File: src/rtl/cycle_sequencer_if.sv
// cycle_sequencer_if: memory bus handshake between the sequencer (master) and memory (slave).
interface cycle_sequencer_if;
  logic       Bus_Ack;
  logic [7:0] Bus_Data;
  logic       Bus_Req;
  logic       Bus_WE;
  logic       Bus_M1;
  modport master (output Bus_Req, Bus_WE, Bus_M1, input Bus_Ack, Bus_Data);
  modport slave  (input Bus_Req, Bus_WE, Bus_M1, output Bus_Ack, Bus_Data);
endinterface

File: src/rtl/cycle_sequencer.sv
// cycle_sequencer: FETCH/EXEC/MREAD/MWRITE opcode sequencer with XPT step counter and ITABLE.
// Optional bus wait timeout enabled by defining SEQ_WAIT_TIMEOUT_EN.
module cycle_sequencer (
  input  logic                     CLK,
  input  logic                     notReset,
  cycle_sequencer_if.master        bus,
  input  logic                     P2_Set_CM1,
  input  logic                     P2_Reset_ITABLE,
  input  logic                     PR_Reset_XPT,
  input  logic                     P2_Set_CMR,
  input  logic                     Seq_Write,
  input  logic                     ITABLE_Load,
  input  logic [7:0]               ITABLE_In,
  output logic [3:0]               XPT,
  output logic [3:0]               notXPT,
  output logic [7:0]               ITABLE,
  output logic [7:0]               notITABLE,
  output logic [7:0]               OP,
  output logic                     OP7,
  output logic                     notOP7,
  output logic                     Dec_Enable,
  output logic                     Seq_Error
);
  typedef enum logic [1:0] {FETCH, EXEC, MREAD, MWRITE} state_t;
  state_t     state_q, state_d;
  logic [3:0] xpt_q, xpt_d;
  logic [7:0] itable_q, itable_d, op_q, op_d;
  logic       err_q, err_d, run_q, run_d;
  logic       busy, abort;
  // run_q keeps bus strobes low during reset and for one cycle after a timeout abort
  assign busy = run_q && state_q != EXEC;
`ifdef SEQ_WAIT_TIMEOUT_EN
  logic [3:0] wait_q, wait_d;
  assign wait_d = (busy && !bus.Bus_Ack) ? wait_q + 4'd1 : 4'd0;
  assign abort  = busy && !bus.Bus_Ack && wait_q == 4'd15;
  always_ff @(posedge CLK) wait_q <= !notReset ? 4'd0 : wait_d;
`else
  assign abort = 1'b0;
`endif
  always_comb begin
    state_d  = state_q;
    xpt_d    = xpt_q;
    itable_d = itable_q;
    op_d     = op_q;
    err_d    = err_q;
    run_d    = !abort;
    if (abort) begin
      state_d  = FETCH;
      itable_d = 8'h00;
      err_d    = 1'b1;
    end else begin
      case (state_q)
        FETCH: if (run_q && bus.Bus_Ack) begin
          op_d    = bus.Bus_Data;
          xpt_d   = 4'd0;
          state_d = EXEC;
        end
        EXEC: begin
          itable_d = ITABLE_Load ? ITABLE_In : (P2_Reset_ITABLE && P2_Set_CM1) ? 8'h00 : itable_q;
          if (P2_Set_CM1) begin
            state_d = FETCH;
            xpt_d   = 4'd0;
          end else if (P2_Set_CMR) begin
            state_d = MREAD;
            err_d   = err_q | Seq_Write;
          end else if (Seq_Write) begin
            state_d = MWRITE;
          end else if (PR_Reset_XPT) begin
            xpt_d = 4'd0;
          end else begin
            xpt_d = xpt_q + 4'd1;
            err_d = err_q | (&xpt_q);
          end
        end
        default: if (run_q && bus.Bus_Ack) begin
          state_d = EXEC;
          xpt_d   = xpt_q + 4'd1;
          err_d   = err_q | (&xpt_q);
        end
      endcase
    end
  end
  always_ff @(posedge CLK) begin
    if (!notReset) begin
      state_q  <= FETCH;
      xpt_q    <= 4'd0;
      itable_q <= 8'h00;
      op_q     <= 8'h00;
      err_q    <= 1'b0;
      run_q    <= 1'b0;
    end else begin
      state_q  <= state_d;
      xpt_q    <= xpt_d;
      itable_q <= itable_d;
      op_q     <= op_d;
      err_q    <= err_d;
      run_q    <= run_d;
    end
  end
  assign bus.Bus_Req = busy;
  assign bus.Bus_WE  = run_q && state_q == MWRITE;
  assign bus.Bus_M1  = run_q && state_q == FETCH;
  assign Dec_Enable  = state_q == EXEC;
  assign XPT         = xpt_q;
  assign notXPT      = ~xpt_q;
  assign ITABLE      = itable_q;
  assign notITABLE   = ~itable_q;
  assign OP          = op_q;
  assign OP7         = op_q[7];
  assign notOP7      = ~op_q[7];
  assign Seq_Error   = err_q;
endmodule

File: src/flat_wrapper.sv
// flat-port wrapper written by rule: the top's interface ports become plain ports
module cycle_sequencer_flat 
  (CLK, notReset, P2_Set_CM1, P2_Reset_ITABLE, PR_Reset_XPT, P2_Set_CMR, Seq_Write, ITABLE_Load, ITABLE_In, XPT, notXPT, ITABLE, notITABLE, OP, OP7, notOP7, Dec_Enable, Seq_Error, bus_Bus_Req, bus_Bus_WE, bus_Bus_M1, bus_Bus_Ack, bus_Bus_Data);
  cycle_sequencer_if bus_i ();
  input  logic CLK;
  input  logic notReset;
  input  logic P2_Set_CM1;
  input  logic P2_Reset_ITABLE;
  input  logic PR_Reset_XPT;
  input  logic P2_Set_CMR;
  input  logic Seq_Write;
  input  logic ITABLE_Load;
  input  logic [7:0] ITABLE_In;
  output logic [3:0] XPT;
  output logic [3:0] notXPT;
  output logic [7:0] ITABLE;
  output logic [7:0] notITABLE;
  output logic [7:0] OP;
  output logic OP7;
  output logic notOP7;
  output logic Dec_Enable;
  output logic Seq_Error;
  output wire logic [$bits(bus_i.Bus_Req)-1:0] bus_Bus_Req;
  output wire logic [$bits(bus_i.Bus_WE)-1:0] bus_Bus_WE;
  output wire logic [$bits(bus_i.Bus_M1)-1:0] bus_Bus_M1;
  input wire logic [$bits(bus_i.Bus_Ack)-1:0] bus_Bus_Ack;
  input wire logic [$bits(bus_i.Bus_Data)-1:0] bus_Bus_Data;
  assign bus_Bus_Req = bus_i.Bus_Req;
  assign bus_Bus_WE = bus_i.Bus_WE;
  assign bus_Bus_M1 = bus_i.Bus_M1;
  assign bus_i.Bus_Ack = bus_Bus_Ack;
  assign bus_i.Bus_Data = bus_Bus_Data;
  cycle_sequencer u_core (.CLK(CLK), .notReset(notReset), .bus(bus_i), .P2_Set_CM1(P2_Set_CM1), .P2_Reset_ITABLE(P2_Reset_ITABLE), .PR_Reset_XPT(PR_Reset_XPT), .P2_Set_CMR(P2_Set_CMR), .Seq_Write(Seq_Write), .ITABLE_Load(ITABLE_Load), .ITABLE_In(ITABLE_In), .XPT(XPT), .notXPT(notXPT), .ITABLE(ITABLE), .notITABLE(notITABLE), .OP(OP), .OP7(OP7), .notOP7(notOP7), .Dec_Enable(Dec_Enable), .Seq_Error(Seq_Error));
endmodule
File: config.mk
export PLATFORM = sky130hd
export DESIGN_NAME = cycle_sequencer_flat
export DESIGN_NICKNAME = d
export VERILOG_FILES = /design/src/rtl/cycle_sequencer_if.sv /design/src/rtl/cycle_sequencer.sv /design/src/flat_wrapper.sv
export SDC_FILE = /design/constraint.sdc
export NUM_CORES = 1
export LEC_CHECK = 0
export CORE_UTILIZATION = 34
export CTS_CLUSTER_DIAMETER = 40
export DETAILED_ROUTE_END_ITERATION = 8
export GPL_TIMING_DRIVEN = 0
export PLACE_DENSITY = 0.75
export SLEW_MARGIN = 5
export SYNTH_ARGS = -nofsm -noshare
export SYNTH_HDL_FRONTEND = slang
export SYNTH_SLANG_ARGS = --single-unit
File: constraint.sdc
create_clock -name CLK -period 1.15 [get_ports CLK]
set_input_delay 0.115 -clock CLK [delete_from_list [all_inputs] [get_ports CLK]]
set_output_delay 0.115 -clock CLK [all_outputs]
set_load 0.01 [all_outputs]
Word-level counts from Yosys, hierarchy flattened
Index checks and enable logic that the tools add are counted.
{"block": "totals", "out_inout_bits": 39, "word_cells": 58, "mem_bits_rw": 0, "latch_bits": 0, "inputBits": 25, "mem_bits_ro": 0, "register_bits": 24, "n_memories": 0}
{"block": "classes", "div_mod_pow": 0, "shifts": 0, "eq_ne": 10, "addsub": 1, "reduce_logical": 14, "magnitude_cmp": 0, "n_mul": 0, "n_mux": 21, "n_bitwise": 6}
{"op": "$mux 4", "count": 6}
{"op": "$mux 8", "count": 2}
{"op": "$ne 3x3->1 const B", "count": 4}
{"op": "$mux 2", "count": 5}
{"op": "$not 8->8", "count": 1}
{"op": "$pmux 4 s2", "count": 1}
{"op": "$reduce_and 4->1", "count": 2}
{"op": "$mux 1", "count": 6}
{"op": "$reduce_and 2->1", "count": 3}
{"op": "$logic_and 1x1->1", "count": 5}
{"op": "$reduce_and 5->1", "count": 1}
{"op": "$add 4x1->4 const B", "count": 1}
{"op": "$ne 2x1->1 const B", "count": 2}
{"op": "$ne 4x4->1 const B", "count": 1}
{"op": "$not 4->4", "count": 1}
{"op": "$reduce_bool 2->1", "count": 2}
{"op": "$eq 2x1->1 const B", "count": 1}
{"op": "$eq 2x2->1 const B", "count": 1}
{"op": "$logic_not 2->1", "count": 1}
{"op": "$ne 2x2->1 const B", "count": 1}
{"op": "$not 1->1", "count": 2}
{"op": "$or 1x1->1", "count": 2}
{"op": "$pmux 1 s2", "count": 1}

Logic depth before layout (Yosys ltp)
Gate-level depths: netlist of run 1.
{"block": "logic_depth", "ltp_word": 7, "ltp_mapped": 7, "ltp_nobuf": 5}

Worst setup path before layout of run 1
Ideal clock, no wire load.
{"block": "synth_path", "kind": "register to register", "startpoint": "register u_core.state_q[1]", "endpoint": "register u_core.itable_q[0] (netlist: u_core.ITABLE[0])", "path_buffers": 2, "t_required_ps": 1032, "arrival_ps": 1124, "path_stages_with_launch": 8, "setup_time_ps": 118, "synth_period_minus_slack_ps": 1243, "slack_ps": -93, "path_cell_list": "dfxtp_1 > buf_12 > nand2b_4 > inv_2 > and2_1 > buf_2 > a22oi_1 > nor2b_1"}
{"block": "synth_via", "elab_chain_len": 2}
{"element": "start: declaration", "line_no": "cycle_sequencer.sv:25", "rtl": "state_t state_q, state_d;"}
{"element": "start signal: assignment", "line_no": "cycle_sequencer.sv:92", "rtl": "state_q <= state_d;"}
{"element": "$eq 2x1->1"}
{"element": "via Dec_Enable", "line_no": "flat_wrapper.sv:21", "rtl": "output logic Dec_Enable;"}
{"element": "$reduce_and 2->1 (no source line)"}
{"element": "end signal: assignment", "line_no": "cycle_sequencer.sv:94", "rtl": "itable_q <= itable_d;"}
{"element": "end: declaration", "line_no": "cycle_sequencer.sv:27", "rtl": "logic [7:0] itable_q, itable_d, op_q, op_d;"}
The timed path passes the listed nets, and every way through them passes these cells.
A chain may end at the register's enable or synchronous reset.

Worst setup path after layout of run 1
{"block": "layout_path", "startpoint": "register u_core.state_q[0]", "endpoint": "register u_core.op_q[5] (netlist: u_core.OP[5])"}
{"block": "layout_via", "elab_chain_len": 2}
{"element": "$logic_not 2->1", "line_no": "cycle_sequencer.sv:52", "rtl": "case (state_q)"}
{"element": "$reduce_and 2->1 (no source line)"}
{"element": "end signal: assignment", "line_no": "cycle_sequencer.sv:95", "rtl": "op_q <= op_d;"}
{"element": "end: declaration", "line_no": "cycle_sequencer.sv:27"}
No other way between the ends.

==> results of run 1 <==
where the power goes:
| part | total (mW) | internal, mW | switching (mW) |
|---|---|---|---|
| Sequential | 0.885 | 0.855 | 0.0295 |
| Clock | 0.603 | 0.352 | 0.251 |
| Combinational | 0.422 | 0.249 | 0.173 |
sequential cells by signal, indices dropped and copies added (netlist names):
signal / cells
u_core.ITABLE: 8
u_core.run_q: 1
u_core.state_q: 2
u_core.Seq_Error: 1
u_core.XPT: 4
u_core.OP: 8
logic make-up (layout without fill, tap and decap cells):
family	after synthesis	after routing	synth area share
compound gates	22	22	0.158
fa+ha+maj	1	1	0.0109
buf+inv	20	100	0.0928
flops	24	24	0.419
mux	8	8	0.0699
simple gates	44	44	0.249
worst max-delay path: cells and delay by family (launching register included):
kind / cells / cell delay, ps
simple gates: 2 / 290
buf+inv: 2 / 280
flops: 1 / 400
mux: 1 / 200
metrics by stage:
step | TNS (ps) | util | setup WS, ps
5_1_grt | -2420 | 0.664 | -165
4_1_cts | -885 | 0.649 | -136
3_5_place_dp | -9310 | 0.614 | -574
6_report | -1260 | 0.664 | -110
3_3_place_gp | -8500 | 0.614 | -527
2_1_floorplan | -777 | - | -58.2
placed cells by master, fill, tap and decap left out, types with 2 or more instances in the layout:
| master | netlist | layout |
|---|---|---|
| buf_6 | 0 | 9 |
| dfxtp_2 | 0 | 10 |
| clkbuf_4 | 0 | 3 |
| o22ai_1 | 2 | 2 |
| nand2b_4 | 1 | 2 |
| dlygate4sd2_1 | 0 | 25 |
| nand3_1 | 5 | 4 |
| dfxtp_4 | 0 | 6 |
| clkdlybuf4s50_1 | 0 | 24 |
| nand2_1 | 7 | 6 |
| a21boi_2 | 0 | 3 |
| clkdlybuf4s15_1 | 0 | 5 |
| inv_1 | 14 | 13 |
| a21o_1 | 2 | 2 |
| nor2_1 | 2 | 2 |
| and2_4 | 0 | 2 |
| buf_2 | 1 | 4 |
| dfxtp_1 | 24 | 8 |
| mux2i_1 | 8 | 8 |
| nor2b_1 | 17 | 17 |
| a22oi_2 | 0 | 8 |
| nand2_4 | 0 | 2 |
| buf_4 | 1 | 9 |
| clkbuf_2 | 0 | 4 |
worst paths after layout:
kind	end	slack (ps)	depth (start not counted)
max	u_core.OP[5]	-110	5
min	u_core.OP[0]	420	3
max reg2reg	u_core.OP[5]	-110	5
min reg2reg	u_core.Seq_Error	500	1
cell type report:
type / instances / share of cell area
Buffer: 3 / 0.00843
Clock inverter: 1 / 0.0144
Sequential cell: 24 / 0.248
Clock buffer: 3 / 0.0108
Tap cell: 44 / 0.0265
Multi-Input combinational cell: 75 / 0.317
Timing Repair Buffer: 78 / 0.347
Inverter: 15 / 0.0283
repair_timing:
action / in CTS / in global routing
setup buffers: 14 / 3
endpoints found under the setup margin: 60 / 38
gates resized for setup: 81 / 22
pin swaps: 8 / 8
hold buffers: 0 / 0
routing by layer:
layer | vias to the layer above | wire (µm) | global-route usage
li1 | 561 | - | -
met1 | 549 | 1290 | 0.200
met2 | 46 | 1740 | 0.324
met3 | 5 | 156 | 0.0173
met4 | 0 | 52 | 0.120
met5 | - | 0 | 0
==> results.md, run 1 <==
- Max-slew violations: 0
- Rows: 20
- Register area share after synthesis: 0.419
- CTS clk-pin slew, worst paths: 130 ps
- Overall Global Routing Usage: 0.180
- Setup crit end kind: flip-flop
- Final Instance Area: 2080 µm²
- Vias in the first global route: 1112
- Placed cell count: about 230
- Final setup vio count: 17
- Bufs on Longest Clock Path: 2
- Achievable Freq: ~800 MHz
- Area delta synth->final: 81.3%
- Final Power: ~1.9 mW
- Max VDD drop: approximately 0.49 mV
- Drt drc: 0
- Fin cells: between 200 and 250
- Mean Syn Cell Area: around 9.6 µm²
- Iter 0 DRT Violations: 30
- Period utilization: 1.10
- Pwr dens: between 900 and 1000 nW/µm²
- Nets: between 200 and 250
- Fraction of registers with async set/reset: 0
- Critical Path Start Type: flip-flop
- Die height: 60.1 µm
- Top-area cell type share of the netlist area: 0.419
- Worst setup margin: -110 ps
- DR vias/cell: between 4 and 5
- Post-Synthesis Cells: 119
- Num Clock Sinks: 24
- Final GP Congestion: 0.822
- Multi-input logic area: around 660 µm²
- Largest area contributor in the netlist: dfxtp_1
- CP max FO: 6
- Drt first pass iters: 4
- Max_slew headroom: 0.776
- Final hold violations: 0
- CTS tree: yes
- First-pass GRT wire length: approximately 4.8 mm
- Cell with the most instances after synthesis: dfxtp_1
- Min Hold Slack: approximately 420 ps
- Starting Density: 0.366
- Critical-path top delay cell: dfxtp_4
- RSZ-0062 raised after global routing: yes
- Warnings from Yosys: 0
- Critical path launch point: u_core.state_q[0]
- Critical path cell sequence: buf_6 -> nor3_4 -> buf_6 -> mux2i_1 -> nor2b_1
- Yosys cell types: 33
- Critical Path RT: roughly 1400 ps
- Setup Crit Path Kind: reg2reg
- CTS root buffer: clkbuf_4
- EDFF count, synth: 0
- Crit-path most repeated cell: buf_6
- Post-Syn Nets: ~150
- Mapped Area: between 1000 and 1500 µm²
- CTS HTree Levels: 1
- Failing checks: setup timing
- Register area: 515 µm²
- Main area contributors after synthesis: dfxtp_1 42%, nor2b_1 9.3%, mux2i_1 7.0%, a22oi_1 5.9%, inv_1 4.6%
- Hold_sp: bus_Bus_Data[0]
- Final clock skew: 1.15 ps
- IO Port Bufs: between 60 and 70
- Number of diodes: 0
- WL/cell: between 10 and 15 µm
- Leakage Power: between 0.8 and 0.9 nW
- Hold Path Class: in2reg
- Die width: 60.1 µm
- Initial antenna violation count: 0
- Layout cells sized above 1: 0.377
- Final ANT Viol Nets: 0
- Reg2Reg Launch Point: u_core.state_q[0]
- Clk_lat worst skew: 310 ps
- Largest stage delay on the critical path: approximately 400 ps
- Synth top cells by count: 24 x dfxtp_1, 17 x nor2b_1, 14 x inv_1
- Num CTS Buffers: 3
- I/O pin count: between 60 and 70
- Post-placement cell area: between 1500 and 2000 µm²
- Top FF cell, synth: dfxtp_1
- Routed Wire Length: ~3.2 mm
- Largest net degree at the start of global routing: 15
- Post-DP HPWL: 2.21 mm
- Die area: roughly 3600 µm²
- WP data arrival: between 1000 and 1500 ps
- FF+latch count, synth: 24
- Status: finished with violations
- Fill count: 280
- Tmin final: roughly 1300 ps
- Worst slew pin tran: 335 ps
- GRT overflow: 0
- Vias: between 1000 and 1500
- Max Cap Viol: 0
- Core area: between 3000 and 4000 µm²
Power figures use the tool's default switching activity.
==> run 2, diff against run 1 <==
- CAP_MARGIN: not set -> 20
- clock period: 1.15 -> 1.1 ns (I/O delays scaled with it)
==> results.md, run 2 (synthesis results as in run 1) <==
- CTS tree: yes
- Final GP Congestion: slightly above 0.8
- Max VDD drop: 0.525 mV
- Vias in the first global route: roughly 1100
- Die height: around 60 µm
- CP max FO: 5
- Hold Path Class: in2reg
- Setup Crit Path Kind: reg2reg
- Fin cells: between 200 and 300
- CTS HTree Levels: 1
- Max-slew violations: 0
- Rows: 20
- Num CTS Buffers: 3
- Largest delay share family, worst path: flip-flops
- Crit-path most repeated cell: buf_6
- Worst setup margin: -173 ps
- Final hold violations: 0
- Die area: 3610 µm²
- Iter 0 DRT Violations: 25
- Die width: ~60 µm
- Bufs on Longest Clock Path: 2
- Commonest non-fill, non-tap cells in the layout: 24 x clkdlybuf4s50_1, 18 x buf_6, 17 x nor2b_1, 17 x buf_4, 14 x dlygate4sd2_1
- WL/cell: approximately 13 µm
- Period utilization: 1.16
- Commonest non-fill, non-tap cell in the layout: clkdlybuf4s50_1
- DR vias/cell: around 4.6
- Routed Wire Length: 3.30 mm
- Starting Density: 0.366
- Final setup vio count: 22
- Leakage Power: ~0.95 nW
- Fill count: 230
- Core area: about 3100 µm²
- Tmin final: ~1300 ps
- GRT overflow: 0
- Pwr dens: between 800 and 900 nW/µm²
- Status: finished with violations
- Layout cells sized above 1: 0.439
- Setup crit end kind: flip-flop
- Largest net degree at the start of global routing: 14
- Max_slew headroom: 0.795
- Achievable Freq: approximately 790 MHz
- IO Port Bufs: 63
- Final ANT Viol Nets: 0
- Drt first pass iters: 3
- RSZ-0062 raised after global routing: yes
- Vias: ~1200
- Buf/Inv on CP: 2
- Post-DP HPWL: 2.16 mm
- Drt drc: 0
- Nets: between 200 and 250
- WP data arrival: about 1500 ps
- Overall Global Routing Usage: 0.186
- Critical path cell sequence: buf_6 -> nor3_4 -> buf_6 -> mux2i_1 -> nor2b_1
- Largest stage delay on the critical path: about 400 ps
- Critical Path RT: 1310 ps
- Num Clock Sinks: 24
- CTS clk-pin slew, worst paths: between 100 and 150 ps
- Cts hold-fix bufs: 0
- First-pass GRT wire length: around 4.9 mm
- Failing checks: setup timing
- Critical-path top delay cell: dfxtp_4
- Number of diodes: 0
- Initial antenna violation count: 0
- Critical Path Start Type: flip-flop
- Max Cap Viol: 0
- I/O pin count: 64
- Clk_lat worst skew: 310 ps
- Worst slew pin tran: slightly above 300 ps
- Placed cell count: approximately 230
- Area delta synth->final: 94.2%
- CTS root buffer: clkbuf_4
- Final clock skew: 2.71 ps
- Pre-CTS setup slack: -608 ps
==> run 2: cell type report <==
type | count | area (µm²) | share of cell area
well taps | 44 | 55.1 | 0.0247
clock buffers | 4 | 36.3 | 0.0163
repair buffers | 93 | 867 | 0.390
inverters | 15 | 61.3 | 0.0275
flip-flops and latches | 24 | 517 | 0.232
multi-input cells | 75 | 664 | 0.298
plain buffers | 3 | 25.0 | 0.0112
==> run 2: metal layers <==
| layer | vias up | global-route usage | share of wire |
|---|---|---|---|
| met1 | 556 | 0.204 | 0.41 |
| met3 | 2 | 0.0173 | 0.042 |
| met2 | 38 | 0.357 | 0.54 |
| met4 | 0 | 0.0797 | 0.0082 |
| met5 | - | 0 | 0 |
| li1 | 590 | - | - |
==> run 2: worst paths after layout <==
| check | from | end | slack (ps) | cells past startpoint |
|---|---|---|---|---|
| worst min-delay path | bus_Bus_Data[0] | u_core.OP[0] | 410 | 3 |
| worst max register to register | u_core.state_q[1] | u_core.OP[7] | -170 | 5 |
| worst min register to register | u_core.Seq_Error | u_core.Seq_Error | 510 | 1 |
| worst max-delay path | u_core.state_q[1] | u_core.OP[7] | -170 | 5 |
==> run 2: tightest hold or removal path: stages <==
cell	delay [ps]
clkdlybuf4s50_1	390
mux2i_1	130
nor2b_1	60
==> run 2: report_power, final <==
group / total, mW / switching (mW) / leakage [nW] / internal [mW]
combinational: 0.476 / 0.189 / 0.725 / 0.287
sequential: 0.922 / 0.0275 / 0.205 / 0.894
clock: 0.468 / 0.266 / 0.0210 / 0.202
==> run 2: per-stage QoR <==
stage                     hold WS (ps)   util  TNS, ps  instance area (µm²)  power (mW)
after floorplan                    138      -    -1710                 1240        1.15
after global placement             466  0.616    -9330                 1930        1.36
after detailed placement           474  0.616    -9930                 1930        1.37
after CTS                          398  0.693    -2120                 2170        1.86
after global routing               414  0.712    -3790                 2230        1.95
final                              410  0.712    -2370                 2230        1.87
==> run 2: repair_timing <==
action,CTS,global route
buffers inserted,25,5
endpoints found under the setup margin,60,48
cloned,0,0
resized for setup,106,24
pin swaps,9,1
